--- src/rtl/wb_pkg.sv ---
// Shared types and default widths for the queued Wishbone master engine.
package wb_pkg;

  localparam int unsigned WB_ADDR_WIDTH = 2;
  localparam int unsigned WB_DATA_WIDTH = 8;
  localparam int unsigned WB_SEL_WIDTH  = WB_DATA_WIDTH / 8;
  localparam int unsigned WB_FIFO_DEPTH = 4;
  localparam int unsigned WB_TIMEOUT    = 255;

  typedef enum logic {
    OP_READ  = 1'b0,
    OP_WRITE = 1'b1
  } wb_op_t;

  typedef enum logic [1:0] {
    RSP_OK      = 2'd0,
    RSP_ERR     = 2'd1,
    RSP_TIMEOUT = 2'd2
  } wb_rsp_status_t;

  typedef struct packed {
    wb_op_t                   we;
    logic [WB_ADDR_WIDTH-1:0] adr;
    logic [WB_DATA_WIDTH-1:0] dat;
    logic [WB_SEL_WIDTH-1:0]  sel;
  } wb_cmd_t;

  // Timeout counter width; a disabled timeout still keeps a 1-bit counter.
  function automatic int unsigned wb_cnt_width(input int unsigned timeout);
    return (timeout == 0) ? 1 : $clog2(timeout + 1);
  endfunction

endpackage

--- src/rtl/wb_cmd_fifo.sv ---
// Synchronous command FIFO; power-of-two depth so pointers wrap naturally.
module wb_cmd_fifo
  import wb_pkg::*;
#(
  parameter type         T     = wb_cmd_t,
  parameter int unsigned DEPTH = WB_FIFO_DEPTH
) (
  input  logic clk_i,
  input  logic rst_i,
  input  logic push_i,
  input  T     wr_data_i,
  input  logic pop_i,
  output T     rd_data_o,
  output logic full_o,
  output logic empty_o
);

  localparam int unsigned PTR_W = $clog2(DEPTH);
  localparam int unsigned CNT_W = PTR_W + 1;

  T                 mem [DEPTH];
  logic [PTR_W-1:0] wr_ptr;
  logic [PTR_W-1:0] rd_ptr;
  logic [CNT_W-1:0] count;
  logic [CNT_W-1:0] count_nxt;
  logic             do_push;
  logic             do_pop;

  assign do_push = push_i && !full_o;
  assign do_pop  = pop_i && !empty_o;

  always_comb begin
    count_nxt = count;
    if (do_push && !do_pop) begin
      count_nxt = count + CNT_W'(1);
    end else if (!do_push && do_pop) begin
      count_nxt = count - CNT_W'(1);
    end
  end

  // Flags are registered from the next count so they never glitch.
  always_ff @(posedge clk_i or negedge rst_i) begin
    if (!rst_i) begin
      wr_ptr  <= '0;
      rd_ptr  <= '0;
      count   <= '0;
      full_o  <= 1'b0;
      empty_o <= 1'b1;
    end else begin
      if (do_push) wr_ptr <= wr_ptr + PTR_W'(1);
      if (do_pop)  rd_ptr <= rd_ptr + PTR_W'(1);
      count   <= count_nxt;
      full_o  <= (count_nxt == CNT_W'(DEPTH));
      empty_o <= (count_nxt == '0);
    end
  end

  always_ff @(posedge clk_i) begin
    if (do_push) mem[wr_ptr] <= wr_data_i;
  end

  assign rd_data_o = mem[rd_ptr];

endmodule

--- src/rtl/wb_master_engine.sv ---
// Queued Wishbone classic master: FIFO-buffered commands issued as single
// bus cycles with timeout, results returned through a one-entry response slot.
module wb_master_engine
  import wb_pkg::*;
#(
  parameter  int unsigned ADDR_WIDTH = WB_ADDR_WIDTH,
  parameter  int unsigned DATA_WIDTH = WB_DATA_WIDTH,
  localparam int unsigned SEL_WIDTH  = DATA_WIDTH / 8,
  parameter  int unsigned FIFO_DEPTH = WB_FIFO_DEPTH,
  parameter  int unsigned TIMEOUT    = WB_TIMEOUT
) (
  input  logic                  clk_i,
  input  logic                  rst_i,
  input  logic                  req_valid_i,
  output logic                  req_ready_o,
  input  logic                  req_we_i,
  input  logic [ADDR_WIDTH-1:0] req_adr_i,
  input  logic [DATA_WIDTH-1:0] req_dat_i,
  input  logic [SEL_WIDTH-1:0]  req_sel_i,
  output logic                  rsp_valid_o,
  input  logic                  rsp_ready_i,
  output logic                  rsp_we_o,
  output logic [DATA_WIDTH-1:0] rsp_dat_o,
  output logic [1:0]            rsp_status_o,
  output logic                  busy_o,
  output logic                  cyc_o,
  output logic                  stb_o,
  output logic                  we_o,
  output logic [ADDR_WIDTH-1:0] adr_o,
  output logic [DATA_WIDTH-1:0] dat_o,
  output logic [SEL_WIDTH-1:0]  sel_o,
  input  logic                  ack_i,
  input  logic                  err_i,
  input  logic [DATA_WIDTH-1:0] dat_i
);

  localparam int unsigned     TO_W    = wb_cnt_width(TIMEOUT);
  localparam logic [TO_W-1:0] TO_LAST = TO_W'((TIMEOUT == 0) ? 0 : TIMEOUT - 1);

  typedef struct packed {
    wb_op_t                we;
    logic [ADDR_WIDTH-1:0] adr;
    logic [DATA_WIDTH-1:0] dat;
    logic [SEL_WIDTH-1:0]  sel;
  } cmd_t;

  typedef enum logic {
    IDLE  = 1'b0,
    ISSUE = 1'b1
  } state_t;

  state_t          state;
  cmd_t            req_cmd;
  cmd_t            head;
  logic            fifo_full;
  logic            fifo_empty;
  logic            slot_free;
  logic            pop;
  logic            timeout_hit;
  logic [TO_W-1:0] to_cnt;

  assign req_cmd.we  = wb_op_t'(req_we_i);
  assign req_cmd.adr = req_adr_i;
  assign req_cmd.dat = req_dat_i;
  assign req_cmd.sel = req_sel_i;

  wb_cmd_fifo #(
    .T     (cmd_t),
    .DEPTH (FIFO_DEPTH)
  ) u_fifo (
    .clk_i     (clk_i),
    .rst_i     (rst_i),
    .push_i    (req_valid_i),
    .wr_data_i (req_cmd),
    .pop_i     (pop),
    .rd_data_o (head),
    .full_o    (fifo_full),
    .empty_o   (fifo_empty)
  );

  // Ready looks only at full, so a full FIFO refuses even on a popping edge.
  assign req_ready_o = !fifo_full;
  assign slot_free   = !rsp_valid_o || rsp_ready_i;
  assign pop         = (state == IDLE) && !fifo_empty && slot_free;
  assign timeout_hit = (TIMEOUT != 0) && (to_cnt == TO_LAST);
  assign busy_o      = !fifo_empty || cyc_o || rsp_valid_o;

  always_ff @(posedge clk_i or negedge rst_i) begin
    if (!rst_i) begin
      state        <= IDLE;
      cyc_o        <= 1'b0;
      stb_o        <= 1'b0;
      we_o         <= 1'b0;
      adr_o        <= '0;
      dat_o        <= '0;
      sel_o        <= '0;
      to_cnt       <= '0;
      rsp_valid_o  <= 1'b0;
      rsp_we_o     <= 1'b0;
      rsp_dat_o    <= '0;
      rsp_status_o <= RSP_OK;
    end else begin
      if (rsp_valid_o && rsp_ready_i) rsp_valid_o <= 1'b0;

      case (state)
        IDLE: begin
          if (pop) begin
            state  <= ISSUE;
            cyc_o  <= 1'b1;
            stb_o  <= 1'b1;
            we_o   <= head.we;
            adr_o  <= head.adr;
            dat_o  <= head.dat;
            sel_o  <= head.sel;
            to_cnt <= '0;
          end
        end
        ISSUE: begin
          // err outranks ack, and either outranks the timeout on the same edge.
          if (err_i || ack_i || timeout_hit) begin
            state       <= IDLE;
            cyc_o       <= 1'b0;
            stb_o       <= 1'b0;
            we_o        <= 1'b0;
            adr_o       <= '0;
            dat_o       <= '0;
            sel_o       <= '0;
            rsp_valid_o <= 1'b1;
            rsp_we_o    <= we_o;
            if (err_i) begin
              rsp_status_o <= RSP_ERR;
              rsp_dat_o    <= '0;
            end else if (ack_i) begin
              rsp_status_o <= RSP_OK;
              rsp_dat_o    <= we_o ? '0 : dat_i;
            end else begin
              rsp_status_o <= RSP_TIMEOUT;
              rsp_dat_o    <= '0;
            end
          end else begin
            to_cnt <= to_cnt + TO_W'(1);
          end
        end
        default: state <= IDLE;
      endcase
    end
  end

endmodule

--- config.mk ---
export PLATFORM = sky130hd
export DESIGN_NAME = wb_master_engine
export DESIGN_NICKNAME = d
export VERILOG_FILES = /design/src/rtl/wb_pkg.sv /design/src/rtl/wb_cmd_fifo.sv /design/src/rtl/wb_master_engine.sv
export SDC_FILE = /design/constraint.sdc
export NUM_CORES = 1
export LEC_CHECK = 0
export ABC_AREA = 0
export CAP_MARGIN = 20
export CORE_UTILIZATION = 39
export CTS_BUF_LIST = sky130_fd_sc_hd__clkbuf_8
export CTS_CLUSTER_DIAMETER = 80
export DETAILED_ROUTE_END_ITERATION = 7
export PLACE_DENSITY = 0.59
export SYNTH_ARGS = -nofsm -noshare
export SYNTH_HDL_FRONTEND = slang
export SYNTH_HIERARCHICAL = 1
export SYNTH_SLANG_ARGS = --single-unit
--- constraint.sdc ---
create_clock -name clk_i -period 2.83 [get_ports clk_i]
set_input_delay 0.7075 -clock clk_i [delete_from_list [all_inputs] [get_ports clk_i]]
set_output_delay 0.7075 -clock clk_i [all_outputs]
set_load 0.01 [all_outputs]
## Word level (Yosys, flattened, before mapping)

Memories as Yosys holds them, arrays and structs flattened.
Cells that the tools add are included.

| word-level totals | value |
|---|---|
| RAM bits | 48 |
| memories kept | 1 |
| word-level logic and storage cells | 80 |
| output and inout port bits | 28 |
| input port bits | 26 |
| register bits after elaboration | 43 |

Memories:

| memory | depth | bits a word | rd ports | clocked after Yosys merged registers in | wr ports | line | source |
|---|---|---|---|---|---|---|---|
| u_fifo.mem | 4 | 12 | 1 | 0 | 1 | wb_cmd_fifo.sv:21 | `T mem [DEPTH];` |

| cells by class | value |
|---|---|
| add/sub/neg operators | 5 |
| reduce and logical (&&, ||, !) cells | 21 |
| multiplexer cells | 31 |
| equality and inequality tests | 5 |
| bitwise logic cells | 1 |

Operators with widths:

| cell | number |
|---|---|
| $mux W8 | 7 |
| $pmux W8 S2 | 2 |
| $mux W1 | 11 |
| $add A8 B1 Y8 const B | 1 |
| $eq A8 B8 Y1 const B | 1 |
| $mux W2 | 4 |
| $pmux W1 S2 | 4 |
| $logic_and A1 B1 Y1 | 7 |
| $mux W3 | 2 |
| $reduce_and A2 Y1 | 3 |
| $logic_not A1 Y1 | 5 |
| $logic_or A1 B1 Y1 | 5 |
| $add A2 B1 Y2 const B | 2 |
| $ne A2 B1 Y1 const B | 2 |
| $pmux W2 S2 | 1 |
| $add A3 B1 Y3 const B | 1 |
| $eq A3 B3 Y1 const B | 1 |
| $logic_not A3 Y1 | 1 |
| $sub A3 B1 Y3 const B | 1 |
| $ne A2 B2 Y1 const B | 1 |
| $not A1 Y1 | 1 |

## Logic depth before layout (Yosys ltp)

| logic depth | value |
|---|---|
| depth after elaboration | 8 |
| depth in mapped cells | 9 |
| depth with buffers taken out | 7 |

## By module

Netlist, hierarchy kept.

Modules (own cells, without submodules):

| module | times used | seq. area each (sq um) | cells an instance | area each (sq um) |
|---|---|---|---|---|
| wb_cmd_fifo | 1 | 1667.8 | 115 | 2282.2 |
| wb_master_engine | 1 | 850.8 | 156 | 1549.0 |

## Least setup slack after synthesis

Ideal clock, no wire load.

| path | value |
|---|---|
| kind | input -> register |
| from | input rsp_ready_i |
| to | register u_fifo.full_o |
| slack | 0.465 ns |
| data required time | 2.743 ns |
| stages | 9 |
| data arrival time | 2.278 ns |
| path buffers | 2 |
| library setup time | 0.087 ns |
| cell sequence | nor2b_1 > or3_1 > buf_6 > inv_2 > buf_4 > and2b_1 > nor2_1 > or4_4 > a211oi_2 |

| on the way | value |
|---|---|
| longest elaborated chain between the ends | 7 |
| elaborated cells on any way between the ends | 9 |
| those cells by class | 1 x eq/ne; 2 x mux; 6 x reduce/logical |

Ends and longest elaborated chain:

| what | line | source |
|---|---|---|
| start, declared | wb_master_engine.sv:21 | `input logic rsp_ready_i,` |
| $logic_or A1 B1 Y1 * | wb_master_engine.sv:83 | `assign slot_free = !rsp_valid_o \|\| rsp_ready_i;` |
| $logic_and A1 B1 Y1 * | wb_master_engine.sv:84 | `assign pop = (state == IDLE) && !fifo_empty && slot_free;` |
| via pop | wb_master_engine.sv:58 | `logic pop;` |
| $logic_and A1 B1 Y1 * | wb_cmd_fifo.sv:30 | `assign do_pop = pop_i && !empty_o;` |
| $logic_and A1 B1 Y1 or $logic_not A1 Y1 (tied branches) | wb_cmd_fifo.sv:36, wb_cmd_fifo.sv:34 |  |
| $mux W3 or $logic_and A1 B1 Y1 (tied branches) | wb_cmd_fifo.sv:36, wb_cmd_fifo.sv:34 |  |
| $mux W3 * | wb_cmd_fifo.sv:34 | `if (do_push && !do_pop) begin` |
| $eq A3 B3 Y1 * | wb_cmd_fifo.sv:53 | `full_o <= (count_nxt == CNT_W'(DEPTH));` |
| end signal, assigned | wb_cmd_fifo.sv:53 |  |
| end, declared | wb_cmd_fifo.sv:14 | `output logic full_o,` |

The timed path passes the listed nets; every way through them passes the cells marked *.
A chain may end at the register's enable or synchronous reset.

## Worst setup path after layout

| path | value |
|---|---|
| from | input rsp_ready_i |
| to | register u_fifo.full_o |

| on the way | value |
|---|---|
| longest elaborated chain between the ends | 7 |
| elaborated cells on any way between the ends | 9 |
| those cells by class | 1 x eq/ne; 2 x mux; 6 x reduce/logical |

Ends and longest elaborated chain:

| what | line |
|---|---|
| $logic_or A1 B1 Y1 * | wb_master_engine.sv:83 |
| $logic_and A1 B1 Y1 * | wb_master_engine.sv:84 |
| $logic_and A1 B1 Y1 * | wb_cmd_fifo.sv:30 |
| $logic_and A1 B1 Y1 or $logic_not A1 Y1 (tied branches) | wb_cmd_fifo.sv:36, wb_cmd_fifo.sv:34 |
| $mux W3 or $logic_and A1 B1 Y1 (tied branches) | wb_cmd_fifo.sv:36, wb_cmd_fifo.sv:34 |
| $mux W3 * | wb_cmd_fifo.sv:34 |
| $eq A3 B3 Y1 * | wb_cmd_fifo.sv:53 |

Every way passes the cells marked *; elsewhere a longest branch is shown, timed or not.

==> flow_metrics.py <==
metrics = {
    "grt": {
        "grt_max_degree": 24,
        "grt_usage": 0.151,
        "grt_pass1_vias": 2300,
        "antenna_found_initial": 0,
        "gr-total-overflow": 0,
        "grt_pass1_wl_mm": 11.5,
    },
    "drt": {
        "dr.pass1.iters": 4,
        "viasPerCell": 4.85,
        "antenna_left": 0,
        "num_vias": 2241,
        "drc": 0,
        "drtIter0Drc": 63,
        "wl_per_cell_um": 15.2,
        "wl_mm": 7.03,
    },
    "timing": {
        "setup-violations-final": 0,
        "drv_slew": 0,
        "hold_violations": 0,
        "layout_worst_path_cycle_share": 0.806,
        "tns_ns": 0,
        "rsz0062_at_grt": "no",
        "worst_pin_slew_ns": 0.632,
        "fmax_mhz": 438,
        "fin_ws_ns": 0.549,
        "fin_crit_ns": 2.28,
        "max_slew_margin": 0.578,
        "finClkSkew_ns": 0.0104,
        "whs_ns": 0.296,
    },
    "power_and_ir_drop": {
        "p_total_mw": 4.52,
        "p_per_area_mw_per_mm2": 969,
        "power.leakage_nw": 1.78,
        "peakVddDrop_v": 0.000421,
    },
    "run_status": {
        "status": "finished, final reports clean",
    },
    "placed_design": {
        "placed_cell_area_mm2": 0.00447,
        "gp_congestion": 0.818,
        "placedCellCount": 446,
        "io_buffers": 53,
        "pre_cts_ws_ns": 0.185,
        "dp.final_hpwl_mm": 4.67,
    },
    "job": {
        "drv_cap": 0,
    },
    "logic_synthesis": {
        "yosysTopAreaCellShare": 0.376,
        "synth_edf_count": 48,
        "synth_seq_cells": 91,
        "synth.area.top_cells": "edfxtp_1 38%, dfrtp_1 27%, mux4_2 7.1%",
        "ys_seq_area_frac": 0.657,
        "synth_nets": 305,
        "netlist_area_mm2": 0.00383,
        "async_flop_share": 0.473,
        "synth_area_per_cell_um2": 14.1,
        "syn_inst": 271,
        "synth.distinct_cells": 51,
        "yosys_warnings": 6,
        "synth_flop_cell": "edfxtp_1",
        "synth_area_leader_cell": "edfxtp_1",
    },
    "die": {
        "start_util": 0.409,
        "ioPinCount": 54,
        "coreArea_mm2": 0.00937,
        "die-area_mm2": 0.0102,
        "die_w_um": 101,
        "rows": 35,
        "chipHeight_um": 101,
    },
    "layout": {
        "area.growth.synth_to_final_pct": 21.7,
        "fin_util": 0.497,
        "fin_nets": 362,
        "postLayoutCellArea_mm2": 0.00466,
        "regArea_mm2": 0.00252,
        "final_common_cell": "clkdlybuf4s50_1",
        "final_cell_mix": "52 x clkdlybuf4s50_1, 48 x edfxtp_1, 42 x nand2_1, 42 x dfrtp_1, 20 x o21ai_0",
        "n_fill_cell": 861,
        "final_cells": 462,
        "num_antenna_cells": 0,
        "multiInputGateArea_mm2": 0.00117,
        "drive_above_1_share": 0.156,
    },
    "worst_setup_path": {
        "critical_path.top_delay_family": "simple AND/OR/NAND/NOR gates",
        "required_ns": 3.11,
        "worstSetupPathType": "input pin to flip-flop",
        "cp_max_fo": 5,
        "crit_buf_inv": 2,
        "path_cells": "clkdlybuf4s50_1 -> nor2b_1 -> or3_1 -> inv_2 -> and2b_1 -> nor2_1 -> or4_4 -> a211oi_2",
        "slowest_delay_ns": 0.45,
        "cp_slowest_cell": "clkdlybuf4s50_1",
        "critPathCaptureType": "flip-flop",
        "critPathArrivalTime_ns": 2.57,
        "critPathLaunchType": "input pin",
    },
    "cts": {
        "clk_latency_ns": 0.36,
        "cts_tree": "built",
        "cts_sinks": 91,
        "cts_buffers": 9,
        "cts_hold_buffers": 0,
        "cts.root.buffer_cell": "clkbuf_8",
        "cts_resized": 0,
        "post-cts-setup-buffers": 0,
        "cts.reportedPaths.clkPinSlew_ns": 0.10,
        "ctsHtreeMaxLevel": 3,
        "cts.path.max_buffers": 2,
    },
    "min_path": {
        "hold_class": "input pin to asynchronous set/reset pin",
    },
}
## registers in the layout (all words and copies together) (netlist names)
name and flops:
u_fifo/full_o 1, rsp_we_o 1, u_fifo/count 3, u_fifo/mem 48, stb_o 1, state 1, rsp_dat_o 8, u_fifo/empty_o 1
sel_o 1, u_fifo/rd_ptr 2, u_fifo/wr_ptr 2, adr_o 2, dat_o 8, to_cnt 8, rsp_valid_o 1, we_o 1
rsp_status_o 2
## kinds of logic (layout without fill, tap and decap cells)
| family | after synthesis | count (layout) | synth area share |
|---|---|---|---|
| DFF | 91 | 91 | 0.657 |
| and+or+nand+nor | 79 | 79 | 0.105 |
| AOI/OAI and AO/OA | 38 | 38 | 0.0650 |
| buffers and inverters | 28 | 90 | 0.0379 |
| muxes | 22 | 22 | 0.0970 |
| adders and majority gates | 8 | 8 | 0.0261 |
| xor gates and xnor gates | 5 | 5 | 0.0114 |
## worst paths after layout
check,from,to,slack (ns),cells after the start
worst max-delay path,rsp_ready_i,u_fifo/full_o,0.55,8
worst min-delay path,rst_i,state,0.30,1
worst max register to register,state,u_fifo/full_o,0.75,6
worst min register to register,rsp_status_o[1],rsp_status_o[1],0.51,1
max in group asynchronous,rst_i,u_fifo/empty_o,1.80,2
min in group clk_i,rsp_status_o[1],rsp_status_o[1],0.51,1
## Yosys cell counts, drive strengths merged (2+ instances only)
library cell	number
edfxtp	48
nand2	43
dfrtp	42
o21ai	21
inv	16
buf	12
mux4	12
mux2i	9
ha	8
nand3	7
nor2	7
and2	5
xnor2	5
a31oi	3
a211oi	2
a32o	2
nor2b	2
nor3	2
nor3b	2
o21ba	2
or2b	2
or4	2
## metal layers
layer,track usage,share of wire
met1,0.192,0.47
met2,0.247,0.48
met3,0.0333,0.039
met4,0.0736,0.019
met5,0,0
## worst reg2reg max path, delay by kind of cell, from the launching register on
| kind | cells | cell delay, ns |
|---|---|---|
| AOI/OAI and AO/OA | 1 | 0.21 |
| buffers and inverters | 1 | 0.09 |
| DFF | 1 | 0.53 |
| and+or+nand+nor | 4 | 1.17 |
## layout make-up
type	count	area share
clock buffers	9	0.0266
inverters	16	0.0129
repair buffers	58	0.121
flip-flops and latches	91	0.540
multi-input cells	152	0.250
well taps	129	0.0346
clock inverters	7	0.0145
## report_power, final
part	total [mW]	internal [mW]	switching (mW)	leakage (nW)
Combinational	1.63	0.826	0.801	0.698
Sequential	2.04	1.78	0.259	0.988
Clock	0.853	0.344	0.509	0.0958
Total	4.52	2.95	1.57	1.78
No activity file was read; power rests on OpenSTA's default activity.
